===== src/rtl/inst_buffer.sv =====
// inst_buffer: dual-port circular instruction queue between fetch and ID.
//   Fetch pushes up to two {addr, inst} pairs per cycle (slot 1 older than slot 2).
//   ID sees the two oldest entries combinationally and retires 0, 1 or 2 per cycle.
// Ports:
//   clk, reset (async, active-high), flush (empties the queue at the edge)
//   push1_*/push2_*  : fetch slots (valid, inst, addr); push2 needs push1
//   pop_en_i, issue_i: ID consume enable and dual(1)/single(0) issue select
//   inst1_*/inst2_*  : head and head+1 entries, data forced to 0 when invalid
//   full_o, empty_o  : registered-count status
module inst_buffer #(
   parameter int unsigned DEPTH = 16,
   parameter int unsigned PTR_W = 4
) (
   input  logic        clk,
   input  logic        reset,
   input  logic        flush,
   input  logic        push1_valid_i,
   input  logic [31:0] push1_inst_i,
   input  logic [31:0] push1_addr_i,
   input  logic        push2_valid_i,
   input  logic [31:0] push2_inst_i,
   input  logic [31:0] push2_addr_i,
   input  logic        pop_en_i,
   input  logic        issue_i,
   output logic [31:0] inst1_o,
   output logic [31:0] inst1_addr_o,
   output logic        inst1_valid_o,
   output logic [31:0] inst2_o,
   output logic [31:0] inst2_addr_o,
   output logic        inst2_valid_o,
   output logic        full_o,
   output logic        empty_o
);

   // Each entry is {addr, inst}.
   logic [63:0]      mem_q [DEPTH];
   logic [PTR_W-1:0] rd_ptr_q, rd_ptr_d;
   logic [PTR_W-1:0] wr_ptr_q, wr_ptr_d;
   logic [PTR_W:0]   count_q, count_d;

   logic [1:0]       pop_n;
   logic [1:0]       push_n;
   logic [PTR_W+1:0] count_sum;
   logic             push_ok;
   logic             do_push1;
   logic             do_push2;
   logic [PTR_W-1:0] rd_ptr_p1;
   logic [PTR_W-1:0] wr_ptr_p1;

   assign rd_ptr_p1 = rd_ptr_q + PTR_W'(1);
   assign wr_ptr_p1 = wr_ptr_q + PTR_W'(1);

   always_comb begin
      pop_n = 2'd0;
      if (pop_en_i && (count_q != '0)) begin
         // Dual request with only one entry retires just that one.
         pop_n = (issue_i && (count_q >= (PTR_W+1)'(2))) ? 2'd2 : 2'd1;
      end
   end

   // push2 alone is ignored.
   assign push_n = {1'b0, push1_valid_i} + {1'b0, push1_valid_i & push2_valid_i};

   // Pop never exceeds count, so the difference cannot underflow.
   assign count_sum = {1'b0, count_q} + (PTR_W+2)'(push_n) - (PTR_W+2)'(pop_n);
   // A push that would overflow (protocol violation while full) is dropped whole.
   assign push_ok   = (count_sum <= (PTR_W+2)'(DEPTH));

   assign do_push1 = !flush && push_ok && push1_valid_i;
   assign do_push2 = do_push1 && push2_valid_i;

   always_comb begin
      rd_ptr_d = rd_ptr_q + PTR_W'(pop_n);
      wr_ptr_d = wr_ptr_q;
      count_d  = count_q - (PTR_W+1)'(pop_n);
      if (flush) begin
         rd_ptr_d = '0;
         wr_ptr_d = '0;
         count_d  = '0;
      end else if (push_ok) begin
         wr_ptr_d = wr_ptr_q + PTR_W'(push_n);
         count_d  = count_sum[PTR_W:0];
      end
   end

   always_ff @(posedge clk or posedge reset) begin
      if (reset) begin
         rd_ptr_q <= '0;
         wr_ptr_q <= '0;
         count_q  <= '0;
      end else begin
         rd_ptr_q <= rd_ptr_d;
         wr_ptr_q <= wr_ptr_d;
         count_q  <= count_d;
      end
   end

   // Storage is intentionally not reset.
   always_ff @(posedge clk) begin
      if (do_push1) mem_q[wr_ptr_q]  <= {push1_addr_i, push1_inst_i};
      if (do_push2) mem_q[wr_ptr_p1] <= {push2_addr_i, push2_inst_i};
   end

   always_comb begin
      inst1_valid_o = (count_q != '0);
      inst2_valid_o = (count_q >= (PTR_W+1)'(2));
      empty_o       = (count_q == '0);
      full_o        = (count_q > (PTR_W+1)'(DEPTH - 2));
      inst1_o       = '0;
      inst1_addr_o  = '0;
      inst2_o       = '0;
      inst2_addr_o  = '0;
      if (inst1_valid_o) begin
         inst1_addr_o = mem_q[rd_ptr_q][63:32];
         inst1_o      = mem_q[rd_ptr_q][31:0];
      end
      if (inst2_valid_o) begin
         inst2_addr_o = mem_q[rd_ptr_p1][63:32];
         inst2_o      = mem_q[rd_ptr_p1][31:0];
      end
   end

endmodule


===== config.mk =====
export PLATFORM = sky130hd
export DESIGN_NAME = inst_buffer
export DESIGN_NICKNAME = d
export VERILOG_FILES = /design/src/rtl/inst_buffer.sv
export SDC_FILE = /design/constraint.sdc
export NUM_CORES = 2
export LEC_CHECK = 0
export CAP_MARGIN = 20
export CORE_MARGIN = 5
export CORE_UTILIZATION = 30
export CTS_BUF_LIST = sky130_fd_sc_hd__clkbuf_8 sky130_fd_sc_hd__clkbuf_16
export DETAILED_ROUTE_END_ITERATION = 8
export SLEW_MARGIN = 20
export SYNTH_ARGS = -nofsm -noshare
export SYNTH_HDL_FRONTEND = slang
export SYNTH_SLANG_ARGS = --single-unit

===== constraint.sdc =====
create_clock -name clk -period 16.75 [get_ports clk]
set_input_delay 3.35 -clock clk [delete_from_list [all_inputs] [get_ports clk]]
set_output_delay 3.35 -clock clk [all_outputs]
set_load 0.05 [all_outputs]

== Yosys cells after proc, flatten, opt, wreduce, memory -nomap -nowiden ==
Memories as Yosys holds them, arrays and structs flattened.
Cells that the tools add are included.

* Word-level logic and storage cells: 40
* Memories: 1
* Memory bits (writable): 1,024
* Output and inout bits: 132
* Register bits after elaboration: 13

* Reductions and logical operators: 9
* Muxes and demuxes: 15
* Bitwise logic cells: 1
* $add $sub $neg: 8
* $lt $le $gt $ge: 3

{| class="wikitable"
|+ Memories
! memory !! depth !! bits a word !! read ports !! clocked after memory_dff !! wr ports !! RTL line !! text
|-
| mem_q || 16 || 64 || 2 || 0 || 2 || 36 || <nowiki>logic [63:0] mem_q [DEPTH];</nowiki>
|}

{| class="wikitable"
|+ Operators with widths
! cell !! number
|-
| two-way mux 32 bit || 4
|-
| two-way mux 4 bit || 3
|-
| two-way mux 5 bit || 2
|-
| adder 4 x 1 -> 4 bit (second input constant) || 2
|-
| adder 4 x 2 -> 4 bit || 2
|-
| adder 5 x 2 -> 6 bit || 1
|-
| less-or-equal comparator 6 x 5 -> 1 bit (second input constant) || 1
|-
| subtractor 6 x 2 -> 6 bit || 1
|-
| greater-or-equal comparator 5 x 2 -> 1 bit (second input constant) || 1
|-
| > comparator 5 x 4 -> 1 bit (second input constant) || 1
|-
| logical AND 1 bit || 5
|-
| logical NOT 5 bit || 1
|-
| nonzero test 5 bit || 1
|-
| subtractor 5 x 2 -> 5 bit || 1
|-
| two-way mux 1 bit || 4
|-
| two-way mux 2 bit || 2
|-
| adder 1 x 1 -> 2 bit || 1
|-
| nonzero test 2 bit || 1
|-
| bitwise AND 1 bit || 1
|-
| logical NOT 1 bit || 1
|}

== Longest topological paths before layout ==
* Word-level depth: 11
* Mapped depth: 20
* Depth with buffers taken out: 16

== Worst setup path before layout ==
OpenSTA, ideal clock, no wires.

* Kind: input-to-reg
* Start: input port pop_en_i
* End: memory mem_q[15][0] (enable)
* Stages: 11
* Path buffers: 1
* Path slack: 4.462 ns
* Arrival: 11.644 ns
* Cells stage by stage: nand4_1 > inv_1 > fa_1 > inv_1 > ha_1 > a211oi_2 > or4b_1 > nand3_2 > o21ai_4 > clkbuf_1 > nor4_1

{| class="wikitable"
|+ RTL lines
! what !! RTL line !! text
|-
| start: declaration || 23 || <nowiki>input logic pop_en_i,</nowiki>
|-
| end: declaration || 36 ||
|}

== Final worst setup path ==
* Start: register rd_ptr_q[1]
* End: output port inst2_addr_o[31]

* Cells in the longest elaborated chain, start to end: 3

{| class="wikitable"
|+ Ends and longest elaborated chain
! what !! RTL line !! text
|-
| start: declaration || 37 || <nowiki>logic [PTR_W-1:0] rd_ptr_q, rd_ptr_d;</nowiki>
|-
| start signal: assignment || 92 || <nowiki>rd_ptr_q <= rd_ptr_d;</nowiki>
|-
| adder 4 x 1 -> 4 bit || 50 || <nowiki>assign rd_ptr_p1 = rd_ptr_q + PTR_W'(1);</nowiki>
|-
| memory (16 x 64 bit) || - ||
|-
| two-way mux 32 bit || 117 || <nowiki>if (inst2_valid_o) begin</nowiki>
|-
| end: declaration || 29 || <nowiki>output logic [31:0] inst2_addr_o,</nowiki>
|}

Every way passes these cells.

==> results by group <==
Cells and area
  • Most frequent cells in the layout: edfxtp_1 (1024), mux2_2 (977), mux4_2 (576)
  • Commonest non-fill, non-tap cell in the layout: edfxtp_1
  • Nets: 3758
  • Final instance area: 69800 um2
  • Fraction of layout cells with a size suffix above 1: 49.6%
  • Area Overhead vs Synth: 14.1%
  • Non-Filler Instances: 6387
  • Fin util: 34.4%
  • Multi-input logic area: 28400 um2
  • Sequential cell area: 31100 um2
  • FILL cells: 19200

Timing
  • RSZ-0062 raised after global routing: no
  • Final period utilization: 57.8%
  • Hold Fails Final Rpt: 0
  • Max_slew headroom: 23.7%
  • Layout Skew: 17.0 ps
  • Final hold slack: 646 ps
  • Final setup violation count: 0
  • Worst-margin pin slew: 1140 ps
  • Crit path time final: 9680 ps
  • Slew Viols, Final: 0
  • Total Neg Setup Slack: 0 ps
  • Fmax achieved: 0.103 GHz

Floorplanning
  • Core Area: 203000 um2
  • Num rows: 165
  • IO Pins: 267
  • Initial core utilization: 30.2%
  • Die height: 461 um
  • Die width: 461 um
  • Die ar.: 213000 um2

GRT
  • Number of global-route vias before repair: 37900
  • Global-route wire length before repair: 288000 um
  • Largest net degree at the start of global routing: 140
  • Total gr overflow: 0
  • Initial antenna violation count: 41
  • GRT Resource Usage Total: 18.8%

Logic synthesis
  • Yosys cell types: 46
  • Syn Nets: 3710
  • Synth Flop Type: edfxtp_1
  • Largest area contributor in the netlist: edfxtp_1
  • Share of the yosys chip area belonging to registers: 50.8%
  • Cell area after synthesis: 61100 um2
  • Top-area cell type share of the netlist area: 50.3%
  • Synth area leaders: edfxtp_1 (50%), mux4_2 (21%), mux2_2 (18%), a211oi_1 (1.6%), clkbuf_1 (1.5%)
  • Async S/R FF share, synth: 1.25%
  • Synth warn: 0
  • Synth Instances: 3553
  • Number of enable flip-flop cells after synthesis: 1024
  • Yosys reg bits: 1037
  • Syn_area_per_cell: 17.2 um2

Worst hold path
  • Worst hold path depth: 2
  • Hold Path Origin: count_q[3]
  • Worst min-delay path class: flop to flop

Clocking
  • CTS tree: done
  • CTS buffer count: 113
  • Hold-fix buffers at CTS: 0
  • CTS clk-pin slew, worst paths: 60 ps
  • Clock Tree Buf Depth: 3
  • Root Driver: clkbuf_16
  • CTS H-tree lvls: 3
  • CTS resizes: 0
  • # Post-CTS Setup Buffers: 0
  • Clk_lat worst skew: 750 ps
  • Total clock sinks: 1037

Setup path
  • Crit path launch type: flop
  • R2R depth: 17
  • Arrival time worst endpoint: 6330 ps
  • WS Path Type: flop to output pin
  • Critical Path End Type: output pin
  • CP Data Required Time: 13400 ps
  • Crit Reg-Reg Startpoint: count_q[2]
  • Crit path max fanout: 46
  • CP Launch Point: rd_ptr_q[1]
  • R2R setup slack: 8910 ps

Job
  • Max-cap violation count: 0

Power and ir drop
  • Clk network pwr share: 22.7%
  • Reg power frac: 28.4%
  • Pwr dens: 153 nW/um2
  • Switch Pwr: 4.15 mW
  • Comb pwr share: 48.9%
  • Switching share of power: 39.0%
  • Maximum VDD drop: 338 uV
  • Leak Pwr: 21.0 nW
  • P_int: 6.50 mW

Route
  • Routed WL: 203000 um
  • Residual DRC count: 0
  • Per-cell routed wire length: 31.7 um
  • DRT Pass-1 Iters: 5
  • Via count: 36200
  • Post-route ant nets: 0
  • Vias/cell: 5.67
  • Initial DRC Count: 3353

Placement
  • Inst Count DP: 6158
  • Port bufs: 266
  • GPL Wtd Cong: 0.769
  • Post-DP HPWL: 115000 um
  • Dpl cell area: 66200 um2

Run status
  • Status: complete, no violations
[worst paths after layout]
| path | end |
|---|---|
| worst max-delay path | inst2_addr_o[31] |
| min in group asynchronous | count_q[3] |
| max in group asynchronous | rd_ptr_q[2] |
| worst min register to register | count_q[3] |
| worst min-delay path | count_q[3] |
| worst max register to register | mem_q[3][44] |
[cell usage after synthesis (2+ instances only)]
library cell,number
a211oi_1,131
a21oi_1,14
a221oi_1,2
and2_1,64
and3b_1,2
buf_1,50
buf_2,101
buf_6,24
clkbuf_1,237
dfrtp_1,13
edfxtp_1,1024
fa_1,5
ha_1,17
inv_1,21
mux2_1,48
mux2_2,977
mux2i_1,64
mux4_2,576
nand2_1,17
nand2b_1,3
nand3_1,7
nand3_2,6
nor2_1,32
nor2b_1,71
nor3_1,5
nor3_4,2
nor3b_1,3
nor4_1,2
nor4_4,4
o21a_1,2
o21ai_0,4
or2_2,3
or3_1,2
xnor2_1,6
xor2_1,3
[stage by stage]
stage               setup slack (ps)  power [mW]
finish                          7070        10.6
detailed placement              6970        8.39
floorplan                       4460        6.76
CTS                             6740        10.8
global placement                6960        8.37
global route                    6640        11.1
[state kept, by name (all words and copies together), names as in the netlist]
register  count
count_q       5
wr_ptr_q      4
rd_ptr_q      4
mem_q      1024
[worst max-delay path, cell delays in order, from the launching register on]
cell,delay (ps)
dfrtp_4,690
ha_4,750
buf_4,800
buf_4,910
mux4_2,350
nor2b_1,130
a211oi_1,90
a211oi_1,810
clkdlybuf4s50_1,960
[final cells by class]
type / count / share of cell area, %
sequential: 1037 / 44.6
antenna: 15 / 0.0538
clock inverter: 99 / 0.918
clock buffer: 115 / 4.09
inverter: 21 / 0.113
tap: 2672 / 4.79
multi-input combinational: 2082 / 40.7
timing repair buffer: 346 / 4.75
[power groups by stage]
stage	registers (mW)	logic, mW	clock network, mW
floorplan	3.04	3.72	0
global placement	3.08	5.30	0
detailed placement	3.08	5.31	0
CTS	3.03	5.32	2.47
global route	3.03	5.52	2.58
finish	3.03	5.21	2.42
[kinds of logic (layout without fill, tap and decap cells)]
family          after synthesis  in the layout  share of synthesized area (%)
compound gates              159            159                           1.91
xor+xnor                      9              9                          0.129
fa+ha+maj                    22             22                          0.512
buf+inv                     434            581                           3.17
flops                      1037           1037                           50.8
mux                        1665           1665                           41.2
other cells                   0             15                              0
simple gates                227            227                           2.29
[layer usage]
metal,GRT usage (%),part of all wire [%],up-vias
li1,-,-,14900
met2,32.4,51,1420
met5,0,0.037,-
met4,6.32,3.5,12
met1,24.2,40,19600
met3,2.83,6.0,335
Note: power is estimated with default switching activity, not from simulation.
